## src/rtl/key_expansion_ctrl.sv

```systemverilog
// Sequencer for the byte-serial AES-128 key expansion datapath: loads the cipher key,
// then steps the ring/S-box/rcon selects through NROUNDS rounds of NBYTES bytes each.
module key_expansion_ctrl #(
  parameter int NROUNDS = 10,
  parameter int NBYTES  = 16
) (
  input  logic       clk,
  input  logic       rst,
  input  logic       start,
  input  logic       abort,
  output logic       ready,
  output logic       key_req,
  output logic [3:0] key_idx,
  output logic       input_sel,
  output logic       sbox_sel,
  output logic       last_out_sel,
  output logic       bit_out_sel,
  output logic [7:0] rcon_en,
  output logic [3:0] round_cnt,
  output logic       rk_valid,
  output logic [3:0] rk_round,
  output logic [3:0] rk_byte,
  output logic       busy,
  output logic       done,
  output logic [1:0] dbg_state
);

  // Handshake: start is a request accepted on the edge where ready=1 and start=1;
  // ready drops the following cycle and returns only once the sequence ends or is aborted.

  typedef enum logic [1:0] {
    S_IDLE   = 2'd0,
    S_LOAD   = 2'd1,
    S_EXPAND = 2'd2,
    S_DONE   = 2'd3
  } state_t;

  typedef struct packed {
    logic       key_req;
    logic [3:0] key_idx;
    logic       input_sel;
    logic       sbox_sel;
    logic       last_out_sel;
    logic       bit_out_sel;
    logic [7:0] rcon_en;
    logic [3:0] round_cnt;
    logic       rk_valid;
    logic [3:0] rk_round;
    logic [3:0] rk_byte;
    logic       busy;
    logic       done;
    logic       ready;
  } outs_t;

  localparam logic [3:0] LAST_BYTE = 4'(NBYTES - 1);
  localparam logic [3:0] LAST_RND  = 4'(NROUNDS - 1);

  state_t     state;
  logic [3:0] byte_cnt;
  logic [3:0] rnd_cnt;
  outs_t      o;

  function automatic outs_t idle_outs();
    outs_t v;
    v       = '0;
    v.ready = 1'b1;
    return v;
  endfunction

  function automatic outs_t load_outs(input logic [3:0] b);
    outs_t v;
    v           = '0;
    v.key_req   = 1'b1;
    v.key_idx   = b;
    v.input_sel = 1'b1;
    v.busy      = 1'b1;
    return v;
  endfunction

  // First word of each round takes SubWord(RotWord) with rcon on byte 0; the held
  // byte captured at b=0 closes the rotation at b=3; later words chain w[i-1]^w[i-4].
  function automatic outs_t expand_outs(input logic [3:0] b, input logic [3:0] r);
    outs_t v;
    v              = '0;
    v.last_out_sel = (b < 4'd4);
    v.sbox_sel     = (b == 4'd3);
    v.rcon_en      = (b == 4'd0) ? 8'hFF : 8'h00;
    v.bit_out_sel  = (b >= 4'd4);
    v.round_cnt    = r;
    v.rk_valid     = 1'b1;
    v.rk_round     = r + 4'd1;
    v.rk_byte      = b;
    v.busy         = 1'b1;
    return v;
  endfunction

  function automatic outs_t done_outs();
    outs_t v;
    v      = '0;
    v.done = 1'b1;
    return v;
  endfunction

  always_ff @(posedge clk) begin
    if (rst) begin
      state    <= S_IDLE;
      byte_cnt <= 4'd0;
      rnd_cnt  <= 4'd0;
      o        <= idle_outs();
    end else begin
      case (state)
        S_IDLE: begin
          if (start) begin
            state    <= S_LOAD;
            byte_cnt <= 4'd0;
            rnd_cnt  <= 4'd0;
            o        <= load_outs(4'd0);
          end else begin
            o <= idle_outs();
          end
        end
        S_LOAD: begin
          if (abort) begin
            state    <= S_IDLE;
            byte_cnt <= 4'd0;
            rnd_cnt  <= 4'd0;
            o        <= idle_outs();
          end else if (byte_cnt == LAST_BYTE) begin
            state    <= S_EXPAND;
            byte_cnt <= 4'd0;
            rnd_cnt  <= 4'd0;
            o        <= expand_outs(4'd0, 4'd0);
          end else begin
            byte_cnt <= byte_cnt + 4'd1;
            o        <= load_outs(byte_cnt + 4'd1);
          end
        end
        S_EXPAND: begin
          if (abort) begin
            state    <= S_IDLE;
            byte_cnt <= 4'd0;
            rnd_cnt  <= 4'd0;
            o        <= idle_outs();
          end else if (byte_cnt == LAST_BYTE) begin
            byte_cnt <= 4'd0;
            if (rnd_cnt == LAST_RND) begin
              state   <= S_DONE;
              rnd_cnt <= 4'd0;
              o       <= done_outs();
            end else begin
              rnd_cnt <= rnd_cnt + 4'd1;
              o       <= expand_outs(4'd0, rnd_cnt + 4'd1);
            end
          end else begin
            byte_cnt <= byte_cnt + 4'd1;
            o        <= expand_outs(byte_cnt + 4'd1, rnd_cnt);
          end
        end
        S_DONE: begin
          state    <= S_IDLE;
          byte_cnt <= 4'd0;
          rnd_cnt  <= 4'd0;
          o        <= idle_outs();
        end
        default: begin
          state    <= S_IDLE;
          byte_cnt <= 4'd0;
          rnd_cnt  <= 4'd0;
          o        <= idle_outs();
        end
      endcase
    end
  end

  assign ready        = o.ready;
  assign key_req      = o.key_req;
  assign key_idx      = o.key_idx;
  assign input_sel    = o.input_sel;
  assign sbox_sel     = o.sbox_sel;
  assign last_out_sel = o.last_out_sel;
  assign bit_out_sel  = o.bit_out_sel;
  assign rcon_en      = o.rcon_en;
  assign round_cnt    = o.round_cnt;
  assign rk_valid     = o.rk_valid;
  assign rk_round     = o.rk_round;
  assign rk_byte      = o.rk_byte;
  assign busy         = o.busy;
  assign done         = o.done;
  assign dbg_state    = state;

endmodule
```

## config.mk

```make
export PLATFORM = sky130hd
export DESIGN_NAME = key_expansion_ctrl
export DESIGN_NICKNAME = d
export VERILOG_FILES = /design/src/rtl/key_expansion_ctrl.sv
export SDC_FILE = /design/constraint.sdc
export NUM_CORES = 1
export LEC_CHECK = 0
export CAP_MARGIN = 20
export CORE_MARGIN = 2
export CORE_UTILIZATION = 43
export CTS_CLUSTER_SIZE = 8
export DETAILED_ROUTE_END_ITERATION = 8
export MAX_ROUTING_LAYER = met4
export PLACE_DENSITY_LB_ADDON = 0.08
export SYNTH_ARGS = -nofsm -noshare
export SYNTH_HDL_FRONTEND = slang
export SYNTH_SLANG_ARGS = --single-unit
```

## constraint.sdc

```tcl
create_clock -name clk -period 2.1 [get_ports clk]
set_input_delay 0.21 -clock clk [delete_from_list [all_inputs] [get_ports clk]]
set_output_delay 0.21 -clock clk [all_outputs]
set_load 0.05 [all_outputs]
```

### Yosys cells after proc, flatten, opt, wreduce, memory -nomap -nowiden

Cells that the tools add are included.

| storage, ports and cells | value |
|---|---|
| flip-flop bits (word level) | 43 |
| input port bits | 4 |
| output and inout port bits | 35 |
| word-level logic and storage cells | 62 |

| operators by class | value |
|---|---|
| add/subtract/negate cells | 3 |
| order comparisons | 2 |
| equality and inequality tests | 10 |
| multiplexer cells | 25 |
| reductions and logical operators | 5 |

Operator list:

| operator | number |
|---|---|
| $mux W33 | 5 |
| $pmux W33 S4 | 1 |
| $mux W4 | 8 |
| $mux W26 | 1 |
| $pmux W4 S4 | 1 |
| $add A4 B1 Y4 const B | 3 |
| $mux W2 | 6 |
| $pmux W4 S3 | 1 |
| $ne A3 B3 Y1 const B | 3 |
| $eq A4 B4 Y1 const B | 2 |
| $mux W8 | 1 |
| $pmux W2 S4 | 1 |
| $eq A2 B2 Y1 const B | 2 |
| $eq A4 B2 Y1 const B | 1 |
| $ge A4 B3 Y1 const B | 1 |
| $logic_not A4 Y1 | 1 |
| $lt A4 B3 Y1 const B | 1 |
| $reduce_and A4 Y1 | 1 |
| $reduce_and A3 Y1 | 1 |
| $eq A2 B1 Y1 const B | 1 |
| $logic_not A2 Y1 | 1 |
| $ne A2 B2 Y1 const B | 1 |
| $reduce_or A2 Y1 | 1 |

### Logic depth before layout (Yosys ltp)

Gate-level depths: netlist of the first run.

| depth | value |
|---|---|
| depth after elaboration | 6 |
| mapped depth | 8 |

### Worst setup path after synthesis of the first run

OpenSTA, ideal clock, no wires.

| timing | value |
|---|---|
| path kind | flip-flop to flip-flop |
| from | register state[0], in the netlist dbg_state[0] |
| to | register o (netlist bit rcon_en[6]) |
| setup time | 0.059 ns |
| arrival time | 2.261 ns |
| setup slack | -0.220 ns |
| stages on the path, launching flop included | 9 |
| path buffers | 2 |
| clock period less this slack | 2.320 ns |
| cell sequence | dfxtp_1 -> inv_1 -> ha_1 -> or4b_1 -> buf_6 -> a21o_1 -> buf_6 -> a21oi_2 -> a31o_1 |

| on the way | value |
|---|---|
| word-level cells in the longest chain between the ends | 2 |
| elaborated cells on any way between the ends | 5 |

Ends and longest elaborated chain:

| item | RTL line | text |
|---|---|---|
| from (decl) | 58 | `state_t state;` |
| from (signal assigned) | 106 | `state <= S_IDLE;` |
| from (signal assigned) | 114 | `state <= S_LOAD;` |
| from (signal assigned) | 124 | `state <= S_IDLE;` |
| $eq A2 B2 Y1, or another cell as far along | 111 | `case (state)` |
| $pmux W33 S4 (*) | 111 |  |
| to (signal assigned) | 109 | `o <= idle_outs();` |
| to (signal assigned) | 117 | `o <= load_outs(4'd0);` |
| to (signal assigned) | 119 | `o <= idle_outs();` |
| to (decl) | 61 | `outs_t o;` |

Every way passes the cells marked *; elsewhere a longest branch is shown, timed or not.
A chain may end at the register's enable or synchronous reset.

### Final worst setup path of the first run

Ends and elaborated chain as after synthesis.

==> key figures, run 1 <==
Setup path
  • CP Data Arrival Time: 2.13 ns
  • CP max stage cell: or4b_1
  • CP startpoint: dbg_state[0]$_SDFFE_PP0P_
  • Crit path largest cell delay: 0.57 ns
  • Crit-path max FO: 10
  • R2R Path Start: dbg_state[0]$_SDFFE_PP0P_
  • Endpoint class of the critical path: register
  • Worst Path Required: 2.32 ns
  • CP Launch Type: register
  • CP Class: register to register
  • FF-to-FF path depth: 6
  • R2r endpoint: rcon_en[6]$_SDFF_PP0_
  • Reg-to-reg slack, setup: 0.19 ns
  • Worst-path cell chain: inv_1 > ha_1 > or4b_1 > a21o_1 > a21oi_2 > a31o_1

Pwr
  • Maximum vdd ir drop: 0.378 mV
  • P_int: between 0.9 and 1 mW
  • Tot Pwr: 1.33 mW
  • PD cells: 642 nW/µm²
  • Seq pwr share: 51.8%
  • Leakage: 0.746 nW
  • Clock network fraction of design power: 34.2%
  • Logic pwr share: 14.0%
  • Switching pwr: roughly 0.35 mW
  • Sw frac: 26.3%

GRT
  • Total congestion overflow: 0
  • Total track usage: 16.9%
  • Vias in the first global route: between 1000 and 1500
  • First-pass GRT wire length: ~5300 µm
  • Antenna violations before repair: 0
  • Largest net degree at the start of global routing: 16

STA
  • Setup WS post-layout: 0.188 ns
  • Max_slew headroom: 66.5%
  • Worst-margin pin slew: 0.500 ns
  • Final hold vios: 0
  • Worst Skew: a little under 0.01 ns
  • Pins Over Slew Limit: 0
  • Final min period: 1.91 ns
  • Fmax: 523 MHz
  • RSZ-0062 raised after global routing: no
  • Setup TNS: 0 ns
  • Final setup violation count: 0
  • Fin crit share: 91.1%

Clock network
  • Clock transition at the registers of the reported paths: 0.07 ns
  • CTS resizes: 0
  • H-tree levels: 2
  • TritonCTS clock tree: done
  • Clock Sinks: 35
  • Num CTS Buffers: 5
  • Clock Latency Late Sink: 0.29 ns
  • CTS Buffer Depth: 2
  • Number of post-CTS setup repair buffers: 0
  • Root buf cell: clkbuf_8
  • # hold bufs at CTS: 0

Run
  • MaxCap Viol Count: 0

Final layout
  • NumNets Final: 226
  • ANT cells: 0
  • Synthesis-to-finish area growth: 29.3%
  • Commonest non-fill, non-tap cell in the layout: clkdlybuf4s50_1
  • Area of the multi-input gates: about 760 µm²
  • Share of cells above drive strength 1: ~9%
  • Non-Filler Instances: 260
  • Final Instance Area: 2070 µm²
  • # fillers: ~340
  • Most frequent cells in the layout: 38 x clkdlybuf4s50_1, 33 x dfxtp_1, 20 x nor2_1, 11 x nand2_1, 11 x ha_1
  • Register area: 706 µm²

Synth
  • Cell Area, Synth: 1600 µm²
  • #FFs+latches synth: 35
  • Register area share after synthesis: roughly 44%
  • Syn_area_per_cell: 9.17 µm²
  • Syn nets: 190
  • YS warnings: 0
  • Synth cell types: 43
  • Synth Instances: 175

Placement
  • Post-DP Area: about 2000 µm²
  • Dpl cells: 252
  • Post-DP HPWL: 2380 µm
  • Input/output buffers: 38
  • Routability Congestion: 0.860
  • Pre-CTS WS: 0.193 ns

Routing
  • Detailed-route DRC error count: 0
  • Via count: approximately 1300
  • Routed WL: ~3100 µm
  • Initial DRC count: 27
  • Pre-antenna DRT Iters: 4
  • Final ANT Viol Nets: 0
  • DR WL/cell: 12.1 µm
  • Vias per std cell: 4.98

Hold path
  • HP Class: register to register
  • HP Start: dbg_state[1]$_SDFFE_PP0P_
  • Hold EP: dbg_state[1]$_SDFFE_PP0P_
  • Hold Path Stages: 2

Floorplanning
  • Row Count: 22
  • Die width: 65.1 µm
  • # IOs: 39
  • Core area: 3630 µm²
  • Initial Utilization: 44.1%
  • Die area: approximately 4200 µm²
  • Die height: 65.1 µm

Status
  • Outcome: finished, final reports clean
-- worst max path at each step --
stage / endpoint / cells after the start / slack [ns]
after floorplan: rcon_en[6]$_SDFF_PP0_ / 8 / 0.02
after global placement: rcon_en[6]$_SDFF_PP0_ / 5 / 0.23
after detailed placement: rcon_en[6]$_SDFF_PP0_ / 5 / 0.19
after CTS: rcon_en[6]$_SDFF_PP0_ / 6 / 0.19
after global routing: rk_round[0]$_SDFF_PP0_ / 7 / 0.06
final: rcon_en[6]$_SDFF_PP0_ / 6 / 0.19
-- flip-flops by register name, summed over array words and instances, names as in the netlist --
register	flops
byte_cnt	4
key_idx	4
rk_byte	4
rk_round	4
rnd_cnt	4
round_cnt	4
dbg_state	2
bit_out_sel	1
busy	1
done	1
key_req	1
last_out_sel	1
rcon_en	1
ready	1
rk_valid	1
sbox_sel	1
-- kinds of logic after synthesis --
group                    synth area share, %
adder cells (fa/ha/maj)                 8.58
flip-flops                              43.7
AND/OR/NAND/NOR                         19.5
AO/OA/AOI/OAI                           15.1
buffers and inverters                   8.74
multiplexers                           0.624
XOR/XNOR                                3.82
-- metal layers --
layer | global-route usage [%] | routed length (µm) | up-vias | part of all wire [%]
li1 | - | - | 668 | -
met1 | 21.0 | 1550 | 583 | 49
met2 | 25.4 | 1400 | 39 | 45
met3 | 5.90 | 162 | 4 | 5.1
met4 | 6.25 | 34 | 0 | 1.1
met5 | - | 0 | - | 0
-- power by group through the flow --
stage / Sequential [mW] / Combinational [mW] / Clock, mW
floorplan: 0.747 / 0.0832 / 0
global placement: 0.704 / 0.185 / 0
detailed placement: 0.705 / 0.185 / 0
CTS: 0.690 / 0.187 / 0.464
global route: 0.691 / 0.202 / 0.495
finish: 0.690 / 0.186 / 0.455
-- critical path, delay by kind of cell, from the launching register on --
family	cells	cell delay (ns)
compound gates	3	0.57
fa+ha+maj	1	0.26
buf+inv	1	0.08
flops	1	0.36
simple gates	1	0.57
-- synthesized netlist by cell type (all sizes together) --
cell type  count  area share, %
and2b          1           0.47
nand2b         3            1.2
a21o           2           0.94
nor2b          1           0.39
o21bai         1           0.47
dfxtp         35             44
inv            8            1.9
ha            11            8.6
o21ai          9            3.3
xnor2          7            3.8
o22ai          1           0.39
mux2i          1           0.62
a31oi          1           0.39
o211ai         2           0.94
o32ai          1           0.55
and2           1           0.39
nor3b          1           0.47
nand3b         3            1.4
nor3           5            1.6
or4b           1           0.62
nand2         11            2.6
buf           14            6.4
nor4b          1           0.55
a211oi         2            1.2
and3           3            1.2
and3b          1           0.55
nand3          2           0.62
o221ai         1           0.55
a2bb2oi        1           0.55
nor2          20            4.7
clkbuf         2           0.47
o31ai          1           0.47
or3            4            1.6
or4            2           0.94
a31o           1           0.55
nor4           1           0.39
o31a           2            1.1
a21oi         11            3.7
-- through the flow --
step	util, %	hold WS, ns
3_3_place_gp	54.8	0.479
4_1_cts	57.1	0.500
5_1_grt	57.1	0.520
3_5_place_dp	54.8	0.483
2_1_floorplan	-	0.296
6_report	57.1	0.497
-- cell type report --
cell class | count | share of cell area, %
clock inverters | 1 | 0.241
clock buffers | 7 | 3.68
flip-flops and latches | 35 | 34.0
well taps | 48 | 2.90
repair buffers | 45 | 20.9
inverters | 8 | 1.45
multi-input cells | 116 | 36.8
(Power assumes the default switching activity.)
==> run 2, diff against run 1 <==
Settings changed: CAP_MARGIN 20 to default, CORE_ASPECT_RATIO from default to 1.25, SETUP_SLACK_MARGIN from default to 0.05.
==> run 2 against run 1 <==
The flow now finishes with violations (design-rule violations). Global-route usage rose by 1.4 points. Total power rose by 1.8%. Clock power rose by 5.1%. Clock skew fell by 0.0014 ns. Cell count fell by 3.8%. Combinational power barely moved. Flip-flop and latch count did not move. Setup slack got worse by 0.011 ns. Wire length rose by 6.0%. Largest power group unchanged. Die area barely moved.
==> key figures, run 2 (synthesis results as in run 1) <==
Routing
  • Vias per std cell: 5.28 (+6.2%)
  • DR WL/cell: 13.3 µm (+10%)
  • Met3 routed WL: 208 µm (+28%)
  • Metal2 WL: 1680 µm (+20%)
  • Detailed-route DRC error count: 6 (+6)
  • M1 WL: 1420 µm (-8.1%)
  • Final ANT Viol Nets: 0 (unchanged)
  • Initial DRC count: 23 (-15%)
  • Pre-antenna DRT Iters: 6 (+2)
  • Via count: 1321 (+2.1%)
  • Routed WL: 3340 µm (+6.0%)
  • Highest metal used: met4

Final layout
  • NumNets Final: 226 (unchanged)
  • Area of the multi-input gates: 763 µm² (unchanged)
  • Non-Filler Instances: 250 (-3.8%)
  • Final Instance Area: 2070 µm² (-0.12%)
  • Register area: 708 µm² (+0.35%)
  • Synthesis-to-finish area growth: 29.1%
  • Most frequent cells in the layout: 38 x clkdlybuf4s50_1, 33 x dfxtp_1, 20 x nor2_1, 11 x nand2_1, 11 x ha_1
  • ANT cells: 0 (unchanged)
  • # fillers: 326 (-3.3%)
  • Fin util: 58.4% (+1.4 points)
  • Commonest non-fill, non-tap cell in the layout: clkdlybuf4s50_1
  • Share of cells above drive strength 1: 9.48% (+0.52 points)

Floorplanning
  • # IOs: 39 (unchanged)
  • Die width: 58.6 µm (-9.9%)
  • Die area: 4240 µm² (about the same)
  • Row Count: 24 (+9.1%)
  • Die height: 72.3 µm (+11%)
  • Initial Utilization: 45.3% (+1.1 points)
  • Core area: 3540 µm² (-2.5%)

Clock network
  • TritonCTS clock tree: done
  • Number of post-CTS setup repair buffers: 0 (unchanged)
  • H-tree levels: 2 (unchanged)
  • Clock Latency Late Sink: 0.28 ns (about the same)
  • Clock Sinks: 35 (unchanged)
  • CTS Buffer Depth: 2 (unchanged)
  • Clock transition at the registers of the reported paths: 0.07 ns (about the same)
  • Num CTS Buffers: 5 (unchanged)
  • # hold bufs at CTS: 0 (unchanged)
  • CTS resizes: 0 (unchanged)
  • Root buf cell: clkbuf_8

Setup path
  • CP Class: register to register
  • CP max stage cell: or4b_1
  • CP Data Arrival Time: 2.11 ns (-0.02 ns)
  • Buf+Inv Stages, Crit Path: 1 (unchanged)
  • Crit path largest cell delay: 0.57 ns (about the same)
  • R2R Path Start: dbg_state[0]$_SDFFE_PP0P_
  • Endpoint class of the critical path: register
  • Worst path top cell family by delay: simple AND/OR/NAND/NOR gates
  • Worst Path Required: 2.29 ns (-0.03 ns)
  • R2r endpoint: round_cnt[1]$_SDFF_PP0_
  • FF-to-FF path depth: 5 (-1)
  • Reg-to-reg slack, setup: 0.18 ns (about the same)
  • Crit-path max FO: 10 (unchanged)
  • CP Launch Type: register
  • Worst-path cell chain: inv_1 > ha_1 > or4b_1 > a21o_1 > a211oi_2

Status
  • Failing checks: design-rule violations
  • Outcome: finished with violations

STA
  • Hold Slack: 0.508 ns (+0.0120 ns)
  • Max_slew headroom: 66.4% (-0.17 points)
  • Fin crit share: 91.6% (+0.50 points)
  • Setup WS post-layout: 0.177 ns (-0.0106 ns)
  • Fmax: 520 MHz (-0.55%)
  • Final setup violation count: 0 (unchanged)
  • Pins Over Slew Limit: 0 (unchanged)
  • Setup TNS: 0 ns (unchanged)
  • Worst-margin pin slew: 0.503 ns (+0.00256 ns)
  • Final min period: 1.92 ns (+0.0106 ns)
  • Worst Skew: 0.00855 ns (-0.00137 ns)
  • Final hold vios: 0 (unchanged)
  • RSZ-0062 raised after global routing: no

Hold path
  • HP Class: register to register
  • HP Start: dbg_state[1]$_SDFFE_PP0P_
  • Hold Path Stages: 2 (unchanged)
  • Hold EP: dbg_state[1]$_SDFFE_PP0P_

Pwr
  • PD cells: 654 nW/µm² (+1.9%)
  • Maximum vdd ir drop: 0.430 mV (+14%)
  • Leakage: 0.752 nW (+0.69%)
  • Tot Pwr: 1.36 mW (+1.8%)

GRT
  • Total congestion overflow: 0 (unchanged)
  • Vias in the first global route: 1292 (+10%)
  • Total track usage: 18.3% (+1.4 points)
  • First-pass GRT wire length: 5810 µm (+9.5%)
  • Largest net degree at the start of global routing: 16 (unchanged)
  • Antenna violations before repair: 0 (unchanged)

Placement
  • Post-DP Area: 1980 µm² (-0.44%)
  • Post-DP HPWL: 2530 µm (+6.4%)
  • Input/output buffers: 38 (unchanged)
  • Pre-CTS WS: 0.160 ns (-0.0331 ns)
  • Dpl cells: 243 (-3.6%)
  • Routability Congestion: 0.866 (+0.65%)

Run
  • MaxCap Viol Count: 0 (unchanged)
[run 2: metal layers]
layer,global-route usage (%),up-vias
met5,-,-
met3,4.28,4
met2,30.2,46
met1,21.7,615
met4,6.06,0
li1,-,656
[run 2: report_power, final]
part           switching, mW  total [mW]  leakage (nW)  internal (mW)
clock                  0.221       0.478        0.0470          0.257
combinational          0.118       0.188         0.420         0.0699
sequential            0.0108       0.689         0.284          0.678
total                  0.350        1.36         0.752           1.01
[run 2: worst min-delay path: cells and delay by family, from the launching register on]
family	cells	cell delay, ns
simple gates	1	0.05
flops	1	0.36
compound gates	1	0.06
[run 2: worst max path at each step]
stage | startpoint | end | slack, ns | depth (start not counted)
2_1_floorplan | dbg_state[0]$_SDFFE_PP0P_ | rcon_en[6]$_SDFF_PP0_ | 0.1 | 8
3_3_place_gp | abort | rcon_en[6]$_SDFF_PP0_ | 0.23 | 5
3_5_place_dp | abort | round_cnt[1]$_SDFF_PP0_ | 0.16 | 4
4_1_cts | dbg_state[0]$_SDFFE_PP0P_ | round_cnt[1]$_SDFF_PP0_ | 0.17 | 5
5_1_grt | dbg_state[0]$_SDFFE_PP0P_ | rcon_en[6]$_SDFF_PP0_ | 0.07 | 6
6_report | dbg_state[0]$_SDFFE_PP0P_ | round_cnt[1]$_SDFF_PP0_ | 0.18 | 5
[run 2: final cells by class]
cell class | count | share of cell area (%)
clock inverters | 1 | 0.242
multi-input cells | 116 | 36.9
well taps | 39 | 2.36
clock buffers | 6 | 3.99
inverters | 8 | 1.45
flip-flops and latches | 35 | 34.2
repair buffers | 45 | 20.9
==> patch (settings of run 2) <==
One comparison of `rnd_cnt` changes from == to >=.
--- a/src/rtl/key_expansion_ctrl.sv
+++ b/src/rtl/key_expansion_ctrl.sv
@@ -144,5 +144,5 @@
           end else if (byte_cnt == LAST_BYTE) begin
             byte_cnt <= 4'd0;
-            if (rnd_cnt == LAST_RND) begin
+            if (rnd_cnt >= LAST_RND) begin
               state   <= S_DONE;
               rnd_cnt <= 4'd0;
Formal check against the unedited RTL: same outputs for any inputs over 10 cycles, from zero or initial values and one cycle with rst high; that may be too few to reach the edited logic, so the function may still have changed.
==> patch against run 2 <==
The flow still finishes with violations (design-rule violations); area after synthesis grew 1.2%; critical path depth is the same; largest power group unchanged; routed wire length grew 6.3%; total power grew 0.37%; sequential power is essentially flat; critical path type unchanged; highest routed layer unchanged; cell count grew 6.0%; design area grew 3.7%; worst setup slack lost 26 ps; sequential cell count is the same.
==> patch: results (changes against run 2) <==
Synthesis
  – Adder-cell share of the synthesized area: 9.25% (was 8.58%)
  – Yosys cell types: 40 (was 43)
  – Multiplexer share of the synthesized area: 0% (was 0.624%)
  – Most area-consuming cells after synthesis: dfxtp_1 (43%), ha_1 (9.3%), a21oi_1 (4.9%) (was dfxtp_1 (44%), ha_1 (8.6%), nor2_1 (4.7%))
  – Register area share after synthesis: 43.2% (was 43.7%)
  – Compound-gate portion of the synthesized area: 17.3% (was 15.1%)
  – Post-Synth XOR/XNOR Area: 1.62% (was 3.82%)

Placed design
  – Post-place setup slack: 162 ps (was 160 ps)
  – # placed instances: 258 (was 243)
  – Placer Congestion: 0.877 (was 0.866)
  – HPWL after detailed placement: 2710 um (was 2530 um)
  – Post-DP Area: 2050 um^2 (was 1980 um^2)

Hold path
  – Hold wc startpoint: dbg_state[0]$_SDFFE_PP0P_ (was dbg_state[1]$_SDFFE_PP0P_)
  – Worst hold endpoint: dbg_state[0]$_SDFFE_PP0P_ (was dbg_state[1]$_SDFFE_PP0P_)
  – Hold path cells: 1 (was 2)

Final layout
  – Nets: 242 (was 226)
  – Final core utilization: 60.6% (was 58.4%)
  – Filler cell count: 335 (was 326)

Critical path
  – Crit path arrival time: 2150 ps (was 2110 ps)
  – R2r endpoint: rk_round[3]$_SDFF_PP0_ (was round_cnt[1]$_SDFF_PP0_)
  – Worst Setup SP: rnd_cnt[0]$_SDFFE_PP0P_ (was dbg_state[0]$_SDFFE_PP0P_)
  – R2R Setup Slk: 150 ps (was 180 ps)

Timing
  – Skew final: 4.71 ps (was 8.55 ps)
  – Hold slack: 504 ps (was 508 ps)
  – Max-slew headroom: 66.3% (was 66.4%)

GRT
  – Vias in the first global route: 1320 (was 1292)
  – GRT Total Usage: 18.8% (was 18.3%)
  – First-pass GRT wire length: 5930 um (was 5810 um)
  – Largest net degree at the start of global routing: 17 (was 16)

Status
  – Failing checks: design-rule violations (unchanged)
  – Status: finished, violations left (unchanged)

Route
  – DRC: 8 (was 6)
  – DR vias: 1396 (was 1321)
  – Initial drt markers: 43 (was 23)
  – Vias per cell: 5.27 (was 5.28)
  – Avg WL per Cell: 13.4 um (was 13.3 um)

Power and ir drop
  – Peak supply drop: 0.401 mV (was 0.430 mV)
[patch: cell types whose count changed after synthesis, moves of 3 or more]
cell / change
xnor2_1: -5
nand2b_1: +4
a21oi_1: +6
o21ai_0: +3
or3_1: -3
clkbuf_1: +4
nand3_1: +7
[patch: cell type report]
type | count | area share (%)
clock buffers | 6 | 3.84
clock inverters | 1 | 0.233
inverters | 7 | 1.22
multi-input cells | 128 | 37.9
flip-flops and latches | 35 | 33.0
well taps | 39 | 2.27
repair buffers | 49 | 21.5
[patch: logic make-up (layout without fill, tap and decap cells)]
family / Yosys count / count (layout)
AOI/OAI and AO/OA: 45 / 45
and+or+nand+nor: 68 / 68
DFF: 35 / 35
adders and majority gates: 12 / 12
xor gates and xnor gates: 3 / 3
buffers and inverters: 23 / 63
[patch: power breakdown]
group | switching (mW) | total [mW] | internal (mW)
registers | 0.0110 | 0.689 | 0.678
logic | 0.125 | 0.197 | 0.0719
clock network | 0.217 | 0.474 | 0.257
total | 0.353 | 1.36 | 1.01
[patch: critical path, cell delays in order, from the launching register on]
cell and delay, ps:
dfxtp_1 520, ha_1 290, xnor2_1 120, or3b_2 460
or4_1 400, o31ai_1 70
[patch: routing by layer]
| metal | up-vias | routed length (um) | global-route usage (%) |
|---|---|---|---|
| li1 | 715 | - | - |
| met1 | 632 | 1610 | 21.9 |
| met2 | 43 | 1690 | 29.9 |
| met3 | 6 | 191 | 5.50 |
| met4 | 0 | 53 | 7.83 |
| met5 | - | 0 | - |
[patch: timing repair]
action,in CTS,in global routing
buffers inserted,0,0
resized for setup,0,2
setup endpoints to repair,0,2
